<file path="config.mk">
export PLATFORM = sky130hd
export DESIGN_NAME = sklansky_pipe_adder_flat
export DESIGN_NICKNAME = d
export VERILOG_FILES = /design/src/rtl/sklansky_pkg.sv /design/src/rtl/sklansky_pipe_adder_if.sv /design/src/rtl/sklansky_prefix_cell.sv /design/src/rtl/sklansky_pipe_adder.sv /design/src/flat_wrapper.sv
export SDC_FILE = /design/constraint.sdc
export NUM_CORES = 1
export LEC_CHECK = 0
export CAP_MARGIN = 20
export CORE_MARGIN = 2
export CORE_UTILIZATION = 40
export DETAILED_ROUTE_END_ITERATION = 6
export MAX_ROUTING_LAYER = met4
export PLACE_DENSITY_LB_ADDON = 0.12
export SYNTH_ARGS = -nofsm -noshare
export SYNTH_HDL_FRONTEND = slang
export SYNTH_SLANG_ARGS = --single-unit
</file>
<file path="constraint.sdc">
create_clock -name clk -period 12 [get_ports clk]
set_input_delay 1.2 -clock clk [delete_from_list [all_inputs] [get_ports clk]]
set_output_delay 1.2 -clock clk [all_outputs]
set_load 0.1 [all_outputs]
</file>
<file path="src/rtl/sklansky_pkg.sv">
// Shared constants and elaboration helpers for the pipelined Sklansky adder.
package sklansky_pkg;

  localparam int unsigned MaxWidth = 64;

  // Bit w set <=> w is a supported operand width.
  localparam logic [MaxWidth:0] LegalWidthMask =
      (65'd1 << 4) | (65'd1 << 8) | (65'd1 << 16) | (65'd1 << 32) | (65'd1 << 64);

  function automatic int unsigned clog2(input int unsigned value);
    int unsigned v;
    int unsigned r;
    v = value - 1;
    r = 0;
    while (v > 0) begin
      r++;
      v = v >> 1;
    end
    return r;
  endfunction

  function automatic bit width_ok(input int unsigned w);
    if (w > MaxWidth) return 1'b0;
    return LegalWidthMask[w];
  endfunction

  function automatic int unsigned levels(input int unsigned w);
    return clog2(w);
  endfunction

endpackage

</file>
<file path="src/rtl/sklansky_pipe_adder_if.sv">
// Operand/result handshake bundle for sklansky_pipe_adder.
interface sklansky_pipe_adder_if #(
  parameter int unsigned WIDTH = 16
) ();
  logic             in_valid;
  logic             in_ready;
  logic [WIDTH-1:0] a;
  logic [WIDTH-1:0] b;
  logic             ci;
  logic             out_valid;
  logic             out_ready;
  logic [WIDTH-1:0] sum;
  logic             co;
  logic             ovf;

  modport master (
    output in_valid, a, b, ci, out_ready,
    input  in_ready, out_valid, sum, co, ovf
  );

  modport slave (
    input  in_valid, a, b, ci, out_ready,
    output in_ready, out_valid, sum, co, ovf
  );
endinterface

</file>
<file path="src/rtl/sklansky_prefix_cell.sv">
// Sklansky prefix operator: merges a high group (ph, gh) with the adjacent low group (pl, gl).
module sklansky_prefix_cell (
  input  logic ph,
  input  logic gh,
  input  logic pl,
  input  logic gl,
  output logic po,
  output logic go
);
  assign go = gh | (ph & gl);
  assign po = ph & pl;
endmodule

</file>
<file path="src/rtl/sklansky_pipe_adder.sv">
// Pipelined Sklansky prefix adder: PG register, one register per prefix level, output register.
// Optional signed overflow output enabled by defining SKLANSKY_OVF_EN.
module sklansky_pipe_adder
  import sklansky_pkg::*;
#(
  parameter int unsigned WIDTH = 16,
  parameter bit          BP_EN = 1'b1
) (
  input logic                  clk,
  input logic                  rst,
  sklansky_pipe_adder_if.slave bus
);
  localparam int unsigned LEVELS = levels(WIDTH);

  if (!width_ok(WIDTH)) begin : g_bad_width
    $error("sklansky_pipe_adder: WIDTH must be 4, 8, 16, 32 or 64");
  end

  logic adv;

  // Index r holds the contents after stage r (0 = PG stage, r = prefix level r).
  logic [LEVELS:0]              v_q;
  logic [LEVELS:0]              ci_q;
  logic [LEVELS:0][WIDTH-1:0]   p_q;
  logic [LEVELS:0][WIDTH-1:0]   g_q;
  logic [LEVELS-1:0][WIDTH-1:0] pp_q;
  logic [LEVELS:1][WIDTH-1:0]   g_nx;
  logic [LEVELS:1][WIDTH-1:0]   pp_nx;

  logic [WIDTH-1:0] p0;
  logic [WIDTH-1:0] g0;
  logic [WIDTH-1:0] sum_d;
  logic             out_valid_q;
  logic [WIDTH-1:0] sum_q;
  logic             co_q;

  // Group propagates leaving the last level are never consumed.
  logic unused_pp;
  assign unused_pp = ^pp_nx[LEVELS];

  assign adv = BP_EN ? (~out_valid_q | bus.out_ready) : 1'b1;

  always_comb begin
    p0    = bus.a ^ bus.b;
    g0    = (bus.a & bus.b) | {{(WIDTH-1){1'b0}}, p0[0] & bus.ci};
    sum_d = p_q[LEVELS] ^ {g_q[LEVELS][WIDTH-2:0], ci_q[LEVELS]};
  end

  for (genvar l = 0; l < LEVELS; l++) begin : g_level
    for (genvar i = 0; i < WIDTH; i++) begin : g_bit
      if (((i >> l) % 2) == 1) begin : g_cell
        localparam int J = ((i >> l) << l) - 1;
        sklansky_prefix_cell u_cell (
          .ph(pp_q[l][i]),
          .gh(g_q[l][i]),
          .pl(pp_q[l][J]),
          .gl(g_q[l][J]),
          .po(pp_nx[l+1][i]),
          .go(g_nx[l+1][i])
        );
      end else begin : g_pass
        assign g_nx[l+1][i]  = g_q[l][i];
        assign pp_nx[l+1][i] = pp_q[l][i];
      end
    end
  end

  always_ff @(posedge clk) begin
    if (rst) begin
      v_q         <= '0;
      out_valid_q <= 1'b0;
      sum_q       <= '0;
      co_q        <= 1'b0;
    end else if (adv) begin
      v_q     <= {v_q[LEVELS-1:0], bus.in_valid};
      ci_q    <= {ci_q[LEVELS-1:0], bus.ci};
      p_q[0]  <= p0;
      g_q[0]  <= g0;
      pp_q[0] <= p0;
      for (int r = 1; r <= LEVELS; r++) begin
        p_q[r] <= p_q[r-1];
        g_q[r] <= g_nx[r];
      end
      for (int r = 1; r < LEVELS; r++) begin
        pp_q[r] <= pp_nx[r];
      end
      out_valid_q <= v_q[LEVELS];
      sum_q       <= sum_d;
      co_q        <= g_q[LEVELS][WIDTH-1];
    end
  end

`ifdef SKLANSKY_OVF_EN
  logic [LEVELS:0] sa_q;
  logic            ovf_q;

  // Operands share a sign iff the MSB propagate is 0; overflow then means sum MSB != that sign.
  always_ff @(posedge clk) begin
    if (rst) begin
      sa_q  <= '0;
      ovf_q <= 1'b0;
    end else if (adv) begin
      sa_q  <= {sa_q[LEVELS-1:0], bus.a[WIDTH-1]};
      ovf_q <= ~p_q[LEVELS][WIDTH-1] & (sa_q[LEVELS] ^ g_q[LEVELS][WIDTH-2]);
    end
  end

  assign bus.ovf = ovf_q;
`else
  assign bus.ovf = 1'b0;
`endif

  assign bus.in_ready  = adv;
  assign bus.out_valid = out_valid_q;
  assign bus.sum       = sum_q;
  assign bus.co        = co_q;

endmodule

</file>
<file path="src/flat_wrapper.sv">
// flat-port wrapper written by rule: the top's interface ports become plain ports
module sklansky_pipe_adder_flat import sklansky_pkg::*;
#(
  parameter int unsigned WIDTH = 16,
  parameter bit          BP_EN = 1'b1
)
  (clk, rst, bus_in_valid, bus_a, bus_b, bus_ci, bus_out_ready, bus_in_ready, bus_out_valid, bus_sum, bus_co, bus_ovf);
  sklansky_pipe_adder_if #(.WIDTH(WIDTH)) bus_i ();
  input logic clk;
  input logic rst;
  input wire logic [$bits(bus_i.in_valid)-1:0] bus_in_valid;
  input wire logic [$bits(bus_i.a)-1:0] bus_a;
  input wire logic [$bits(bus_i.b)-1:0] bus_b;
  input wire logic [$bits(bus_i.ci)-1:0] bus_ci;
  input wire logic [$bits(bus_i.out_ready)-1:0] bus_out_ready;
  output wire logic [$bits(bus_i.in_ready)-1:0] bus_in_ready;
  output wire logic [$bits(bus_i.out_valid)-1:0] bus_out_valid;
  output wire logic [$bits(bus_i.sum)-1:0] bus_sum;
  output wire logic [$bits(bus_i.co)-1:0] bus_co;
  output wire logic [$bits(bus_i.ovf)-1:0] bus_ovf;
  assign bus_i.in_valid = bus_in_valid;
  assign bus_i.a = bus_a;
  assign bus_i.b = bus_b;
  assign bus_i.ci = bus_ci;
  assign bus_i.out_ready = bus_out_ready;
  assign bus_in_ready = bus_i.in_ready;
  assign bus_out_valid = bus_i.out_valid;
  assign bus_sum = bus_i.sum;
  assign bus_co = bus_i.co;
  assign bus_ovf = bus_i.ovf;
  sklansky_pipe_adder #(.WIDTH(WIDTH), .BP_EN(BP_EN)) u_core (.clk(clk), .rst(rst), .bus(bus_i));
endmodule
</file>
---- Word-level counts from Yosys, hierarchy flattened ----
Cells that the tools add are included.
Widths: inputs -> output; s select.
cells by class
  bitwise logic cells ..................... 96
  reductions and logical operators ........ 1
operator list
  operator          count
  $and 1x1->1       57
  $or 1x1->1        33
  $xor 16x16->16    2
  $and 16x16->16    1
  $or 16x1->16      1
  $not 1->1         2
  $reduce_and 2->1  1
storage, ports and cells
  logic and storage cells ................. 115
  output and inout port bits .............. 20
  bits in registers ....................... 236

---- Depth between registers and ports, before layout ----
Gate-level depths: netlist of run 1.
  depth in word-level cells ............... 3
  depth in mapped cells ................... 6
  mapped depth without buffers ............ 4

---- By module ----
From an unflattened synthesis of run 1, not the netlist that was laid out.
unflattened totals
  cells, all modules ...................... 375
  area total of the unflattened synthesis .. 7,417.1 um^2
by module, submodules not included
  module                cells each  instances  area an instance (um^2)
  sklansky_pipe_adder   311         1          6,936.7
  sklansky_prefix_cell  2           32         15.0

---- Worst setup path before layout of run 1 ----
OpenSTA, ideal clock, no wires.
  kind .................................... input port to flip-flop
  start ................................... in rst
  end ..................................... reg u_core.ci_q[0], enable pin
  arrival ................................. 9.241 ns
  data required time ...................... 11.258 ns
  setup slack ............................. 2.018 ns
  stages on the path ...................... 2
  cell sequence ........................... clkbuf_1 nor2_1
on the way
  longest elaborated chain between the ends .. 2
RTL lines
  item                               RTL line                   RTL
  start, declared                    flat_wrapper.sv:10         input logic rst;
  $not 1->1 (no source line)         -
  $reduce_and 2->1 (no source line)  -
  end signal, assigned               sklansky_pipe_adder.sv:76  ci_q <= {ci_q[LEVELS-1:0], bus.ci};
  end, declared                      sklansky_pipe_adder.sv:23  logic [LEVELS:0] ci_q;
No other way between the ends.
A chain may end at the register's enable or synchronous reset.

---- Worst setup path after layout of run 1 ----
  start ................................... in bus_out_ready
  end ..................................... out bus_in_ready
on the way
  longest elaborated chain between the ends .. 1
RTL lines
  item             RTL line                   RTL
  start, declared  flat_wrapper.sv:15         input wire logic [$bits(bus_i.out_ready)-1:0] bus_out_ready;
  $or 1x1->1       sklansky_pipe_adder.sv:41  assign adv = BP_EN ? (~out_valid_q | bus.out_ready) : 1'b1;
  end, declared    flat_wrapper.sv:16         output wire logic [$bits(bus_i.in_ready)-1:0] bus_in_ready;
No other way between the ends.

==> results of run 1 <==
## layer usage
| layer | wire length [microns] | global-route usage, % | share of wire [%] | vias up |
|---|---|---|---|---|
| met5 | 0 | - | 0 | - |
| met4 | 206 | 3.54 | 2.3 | 0 |
| met3 | 510 | 2.84 | 5.8 | 18 |
| met2 | 4200 | 15.3 | 47 | 60 |
| met1 | 3950 | 12.4 | 45 | 1455 |
| li1 | - | - | - | 1506 |
## flip-flops by register name (all words and copies together) (netlist names)
name / count
u_core.pp_q: 24
u_core.g_q: 48
u_core.bus.co: 1
u_core.pp_nx: 13
u_core.bus.out_valid: 1
u_core.g_nx: 32
u_core.v_q: 5
u_core.ci_q: 5
u_core.p_q: 66
u_core.bus.sum: 16
## placed cells by master (no fill, tap or decap), types with 2 or more instances in the layout
| cell type | netlist | routed |
|---|---|---|
| a211oi_1 | 7 | 7 |
| a211oi_2 | 9 | 9 |
| a21o_1 | 33 | 33 |
| a21oi_1 | 6 | 6 |
| and2_1 | 17 | 17 |
| clkbuf_1 | 2 | 5 |
| clkbuf_16 | 0 | 22 |
| clkbuf_8 | 0 | 5 |
| clkdlybuf4s50_1 | 0 | 55 |
| clkinv_1 | 0 | 4 |
| clkinv_8 | 0 | 2 |
| dfxtp_1 | 23 | 23 |
| edfxtp_1 | 188 | 188 |
| ha_1 | 16 | 16 |
| nand2_1 | 12 | 12 |
| nor2_1 | 19 | 18 |
| xnor2_1 | 16 | 16 |
## kinds of logic (layout without fill, tap and decap cells)
logic type,Yosys count,in the layout
AND/OR/NAND/NOR,49,49
XOR/XNOR,16,16
AO/OA/AOI/OAI,55,55
adder cells (fa/ha/maj),16,16
flip-flops,211,211
buffers and inverters,10,97
other,1,1
## cell type report
type                       instances  share of cell area (%)
sequential                       211                    70.2
multi-input combinational        137                    11.8
clock buffer                      32                    7.34
timing repair buffer              57                    6.65
tap                              229                    3.30
clock inverter                     7                   0.604
inverter                           1                  0.0720
## worst max-delay path, stage by stage
cell             delay (ns)
clkdlybuf4s50_1        0.41
nor2b_2                0.40
inv_4                  0.28
clkdlybuf4s50_1        1.04
## synthesized netlist by cell type
| cell type | instances |
|---|---|
| buf_4 | 1 |
| xnor2_1 | 16 |
| ha_1 | 16 |
| buf_2 | 2 |
| clkbuf_1 | 2 |
| a211oi_1 | 7 |
| a211oi_2 | 9 |
| edfxtp_1 | 188 |
| inv_4 | 1 |
| nand2_1 | 12 |
| nor2b_2 | 1 |
| buf_1 | 1 |
| conb_1 | 1 |
| dfxtp_1 | 23 |
| and2_1 | 17 |
| nor2_1 | 19 |
| a21oi_1 | 6 |
| buf_8 | 1 |
| buf_6 | 2 |
| a21o_1 | 33 |
## how the worst max path moves through the flow
| stage | depth (start not counted) | endpoint | start | slack (ns) |
|---|---|---|---|---|
| finish | 4 | bus_in_ready | bus_out_ready | 7.46 |
| global route | 4 | bus_in_ready | bus_out_ready | 7.32 |
| CTS | 4 | bus_in_ready | bus_out_ready | 7.45 |
| detailed placement | 4 | bus_in_ready | bus_out_ready | 7.46 |
| global placement | 4 | bus_in_ready | bus_out_ready | 7.47 |
| floorplan | 2 | u_core.ci_q[0]$_DFFE_PP_ | rst | 2.02 |
## where the power goes
group	internal, mW	switching, mW	total (mW)
clock	0.370	0.258	0.628
sequential	0.855	0.0182	0.874
combinational	0.0343	0.0626	0.0969
total	1.26	0.339	1.60
## stage by stage
stage	power, mW	hold slack (ns)	area [sq um]
finish	1.60	0.414	8690
floorplan	0.958	0.400	7200
global route	1.66	0.422	8690
detailed placement	0.988	0.405	8000
global placement	0.985	0.402	8000
CTS	1.62	0.417	8690
==> flow_summary.ini, run 1 <==
[finish]
regArea_sq_um = 6110
post-route-util_pct = 48.9
post_route_cells_drive_above_1_share_pct = 9.89
multiInputGateArea_sq_um = 1030
layoutNonFillerInstCount = 674
area.growth.synth_to_final_pct = 20.8
n_fill_cell = 1476
nNetsFinal = 483
final_antenna_diode_count = 0

[die]
std_cell_rows = 49
floorplan_die_area_sq_um = 19100
initial_utilization_pct = 40.5
ioPinCount = 57
die_h_microns = 138
die_width_microns = 138
core_region_area_sq_um = 17800

[cts]
clk_path_buf_depth = 3
cts.hold.buffers_added = 0
h-tree-depth = 1
cts.reportedPaths.clkPinSlew_ns = 0.06
clk-insertion-delay-late_ns = 0.50
clock_tree_root_driver_cell = clkbuf_16
cts_tree = built
post_cts_resized = 0
clock_sinks = 211
post_cts_setup_buffer_count = 0
tritoncts.num_buffers = 22

[power_and_ir_drop]
p_leak_nw = 3.13
ir_worst_vdd_mv = 0.105
power-per-cell-area_nw_per_um2 = 184

[yosys]
synth-adder-area-share_pct = 2.78
synth_top_cell_by_area = edfxtp_1
synthesis.nets = 411
synth.yosys.seq_area_share_pct = 84.8
synth_area_sq_um = 7200
synth_cell_type_count = 20
synth_xor_area_share_pct = 1.95
yosys_warnings = 0
synth.mux.area_fraction_pct = 0
synth_cells = 358
synth.top_cell.area_share_pct = 78.4
synth-compound-area-share_pct = 6.15
post_synth_main_area_contributors = edfxtp_1, dfxtp_1, a21o_1, ha_1, xnor2_1
synth_top_family_by_area = compound AO/OA/AOI/OAI gates
postSynthRegisterBits = 211
post_synth_and_or_nand_nor_area_fraction_pct = 3.22
avgSynthCellArea_sq_um = 20.1

[timing]
measured_slew_at_the_worst_slew_check_pin_ns = 0.988
setup_viol_count_final = 0
max_freq_mhz = 220
rsz0062_at_grt = false
min_period_ns = 4.54
max-slew-margin-rel_pct = 33.9
skew_ns = 0.0142
post-route-worst-setup-slack_ns = 7.46
final_max_slew_viol_count = 0
timing.setup.tns_ns = 0
hold_viol_final = 0
layout_worst_path_cycle_share_pct = 37.8

[placement]
numPlacedInstances = 635
place_congestion = 0.719
dpl_worst_slack_ns = 7.46
dpl.hpwl_microns = 4830
numPortBuffers = 55

[global_routing]
grt_use_total_pct = 9.83
antenna_violations_before_repair = 0
grt_pass1_vias = 3100
maximum_number_of_pins_on_one_net_before_global_route_repair = 189
grt-ovfl-total = 0
grt_pass1_wl_microns = 15000

[job]
max-cap-violations = 0

[setup_path]
worst-r2r-cell-count = 3
critical_path_class = primary input to primary output
regToRegStartpoint = u_core.bus.out_valid$_SDFFE_PP0P_
required_ns = 10.80
reg2reg_setup_slack_ns = 10.16
startpoint_type = primary input
timing.critical_path.arrival_ns = 3.34
critical_path.endpoint_type = primary output
peak_fanout_along_the_critical_path = 39
timing.rr.end = u_core.g_nx[10]$_DFFE_PP_

[drt]
post-route-drc-count = 0
drtAntennaViolNets = 0
detail_route.first_pass.iterations = 4
first_iter_violations = 248
vias_per_cell = 4.51
dr_wl_cell_microns = 13.1
finalWirelength_microns = 8860
num_vias = 3039

[hold_path]
worst_hold_start = u_core.p_q[25]$_DFFE_PP_
worstHoldPathCells = 0
hold_path.class = register to register
timing.hold.worst_endpoint = u_core.p_q[41]$_DFFE_PP_

[run_status]
run_status = complete, no violations
(Power assumes the default switching activity.)
==> run 2: changes to the inputs <==
==> constraint.sdc (replaced) <==
create_clock -name clk -period 3.6 [get_ports clk]
set_input_delay 0.36 -clock clk [delete_from_list [all_inputs] [get_ports clk]]
set_output_delay 0.36 -clock clk [all_outputs]
set_load 0.1 [all_outputs]
==> run 2 against run 1 <==
Against the previous run: clock power grew to 3.3 times the previous value; final cell count is 0.15% lower; power grew to 3.3 times the previous value; worst hold slack is essentially flat; utilization decreased by 0.14 points; combinational power grew to 3.4 times the previous value.
==> flow_summary.ini, run 2 (synthesis results as in run 1) <==
[power_and_ir_drop]
ir_worst_vdd_mv = 0.344
power-per-cell-area_nw_per_um2 = 609
power_switching_share_pct = 20.6
combPwrFrac_pct = 6.2
power_report.internal_total_mw = 4.19
power.share.sequential_pct = 55.1
p_total_mw = 5.28
power.clock.fraction_pct = 38.7
switching_power_mw = 1.09
p_leak_nw = 3.12

[die]
std_cell_rows = 49
die_width_microns = 138
core_region_area_sq_um = 17800
initial_utilization_pct = 40.5
ioPinCount = 57
die_h_microns = 138
floorplan_die_area_sq_um = 19100

[setup_path]
path_delay_family = buffers and inverters
critPathSlowestCell = clkdlybuf4s50_1
path_cells = clkdlybuf4s50_1
critical_path.endpoint_type = primary output
setup.worst_path.start = u_core.bus.sum[6]$_SDFFE_PP0P_
worst-r2r-cell-count = 3
peak_fanout_along_the_critical_path = 2
cpPeakStageDelay_ns = 1.14
required_ns = 3.24
timing.rr.end = u_core.pp_q[37]$_DFFE_PP_
startpoint_type = register
reg2reg_setup_slack_ns = 1.83
critical_path_class = register to primary output
timing.critical_path.arrival_ns = 1.96
crit_buf_inv = 1
regToRegStartpoint = u_core.bus.out_valid$_SDFFE_PP0P_

[cts]
post_cts_resized = 0
cts_tree = built
cts.hold.buffers_added = 0
cts.reportedPaths.clkPinSlew_ns = 0.06
post_cts_setup_buffer_count = 0
h-tree-depth = 1
tritoncts.num_buffers = 22
clock_tree_root_driver_cell = clkbuf_16
clock_sinks = 211
clk_path_buf_depth = 3
clk-insertion-delay-late_ns = 0.49

[run_status]
run_status = complete, no violations

[hold_path]
worst_hold_start = u_core.p_q[35]$_DFFE_PP_
worstHoldPathCells = 0
hold_path.class = register to register
timing.hold.worst_endpoint = u_core.p_q[51]$_DFFE_PP_

[drt]
finalWirelength_microns = 8640
dr_wl_cell_microns = 12.8
first_iter_violations = 221
drtAntennaViolNets = 0
vias_per_cell = 4.59
detail_route.first_pass.iterations = 4
post-route-drc-count = 0
num_vias = 3086

[global_routing]
groute.layer.met1.usage_pct = 11.9
grt_pass1_wl_microns = 14300
maximum_number_of_pins_on_one_net_before_global_route_repair = 189
grt_most_used_layer = met2
antenna_violations_before_repair = 0
grt_use_total_pct = 9.39
gr-usage-met2_pct = 14.4
grt_pass1_vias = 2957
grt-ovfl-total = 0
globalRouteMet3Util_pct = 2.67

[finish]
mostFrequentLayoutCell = edfxtp_1
largest_register_ff_count = 66
final_antenna_diode_count = 0
final_cell_mix = edfxtp_1, clkdlybuf4s50_1, a21o_1, clkbuf_16, dfxtp_1
area.growth.synth_to_final_pct = 20.4
final_area_sq_um = 8670
top_register = u_core.p_q
nNetsFinal = 483
n_fill_cell = 1460
post_route_cells_drive_above_1_share_pct = 9.23

[timing]
max-slew-margin-rel_pct = 34.6
hold_viol_final = 0
measured_slew_at_the_worst_slew_check_pin_ns = 0.978
min_period_ns = 2.32
layout_worst_path_cycle_share_pct = 64.4
rsz0062_at_grt = false
setup_viol_count_final = 0
max_freq_mhz = 432
final_max_slew_viol_count = 0
skew_ns = 0.00795

[job]
max-cap-violations = 0

[placement]
dpl.hpwl_microns = 4920
place_congestion = 0.664
dpl-instance-area_sq_um = 8010
numPortBuffers = 55
## run 2: cell count changes in the layout (fill, tap and decap cells not counted)
cell | before | now
clkinv_1 | 4 | 7
bufinv_16 | 0 | 1
nor2b_2 | 1 | 0
clkbuf_1 | 5 | 6
buf_4 | 1 | 2
dfxtp_4 | 0 | 1
clkbuf_8 | 5 | 0
dfxtp_1 | 23 | 22
clkdlybuf4s50_1 | 55 | 54
clkinv_8 | 2 | 0
nor2b_4 | 0 | 1
clkbuf_16 | 22 | 23
## run 2: how the worst max path moves through the flow
stage	slack (ns)	cells after the start	to
after global placement	1.36	4	u_core.p_q[11]$_DFFE_PP_
final	1.28	1	bus_sum[6]
after floorplan	-0.32	3	u_core.ci_q[0]$_DFFE_PP_
after detailed placement	1.33	4	u_core.p_q[27]$_DFFE_PP_
after global routing	1.22	1	bus_sum[0]
after CTS	1.25	1	bus_sum[0]
## run 2: worst register-to-register path, cell delays in order (launching register included)
cell     delay, ns
dfxtp_4       0.33
nor2b_4       0.16
nor2_4        0.13
buf_12        0.69
## run 2: power groups by stage
stage                     Sequential (mW)  Combinational (mW)  Clock, mW
after floorplan                      3.06               0.110          0
after global placement               2.96               0.325          0
after detailed placement             2.96               0.329          0
after CTS                            2.91               0.331       2.12
after global routing                 2.93               0.348       2.22
final                                2.91               0.325       2.05
## run 2: routing by layer
layer | wire [microns] | vias up | share of wire (%)
met4 | 285 | 0 | 3.3
li1 | - | 1509 | -
met2 | 4100 | 72 | 47
met1 | 3800 | 1481 | 44
met5 | 0 | - | 0
met3 | 454 | 24 | 5.3
## run 2: metrics by stage
step           instances  setup TNS [ns]  utilization, %  hold slack [ns]  setup WS, ns
3_3_place_gp         635               0            45.0            0.401          1.36
4_1_cts              673               0            48.8            0.414          1.25
2_1_floorplan        358          -60.78               -            0.400        -0.323
6_report             673               0            48.8            0.414          1.28
3_5_place_dp         635               0            45.0            0.405          1.33
5_1_grt              673               0            48.8            0.423          1.22
## run 2: final cells by class
cell class / instances / area, sq um / share of cell area (%)
multi-input combinational: 137 / 1030 / 11.9
sequential: 211 / 6110 / 70.5
clock inverter: 9 / 61.3 / 0.707
inverter: 1 / 6.26 / 0.0722
clock buffer: 29 / 598 / 6.90
timing repair buffer: 57 / 576 / 6.64
tap: 229 / 287 / 3.31
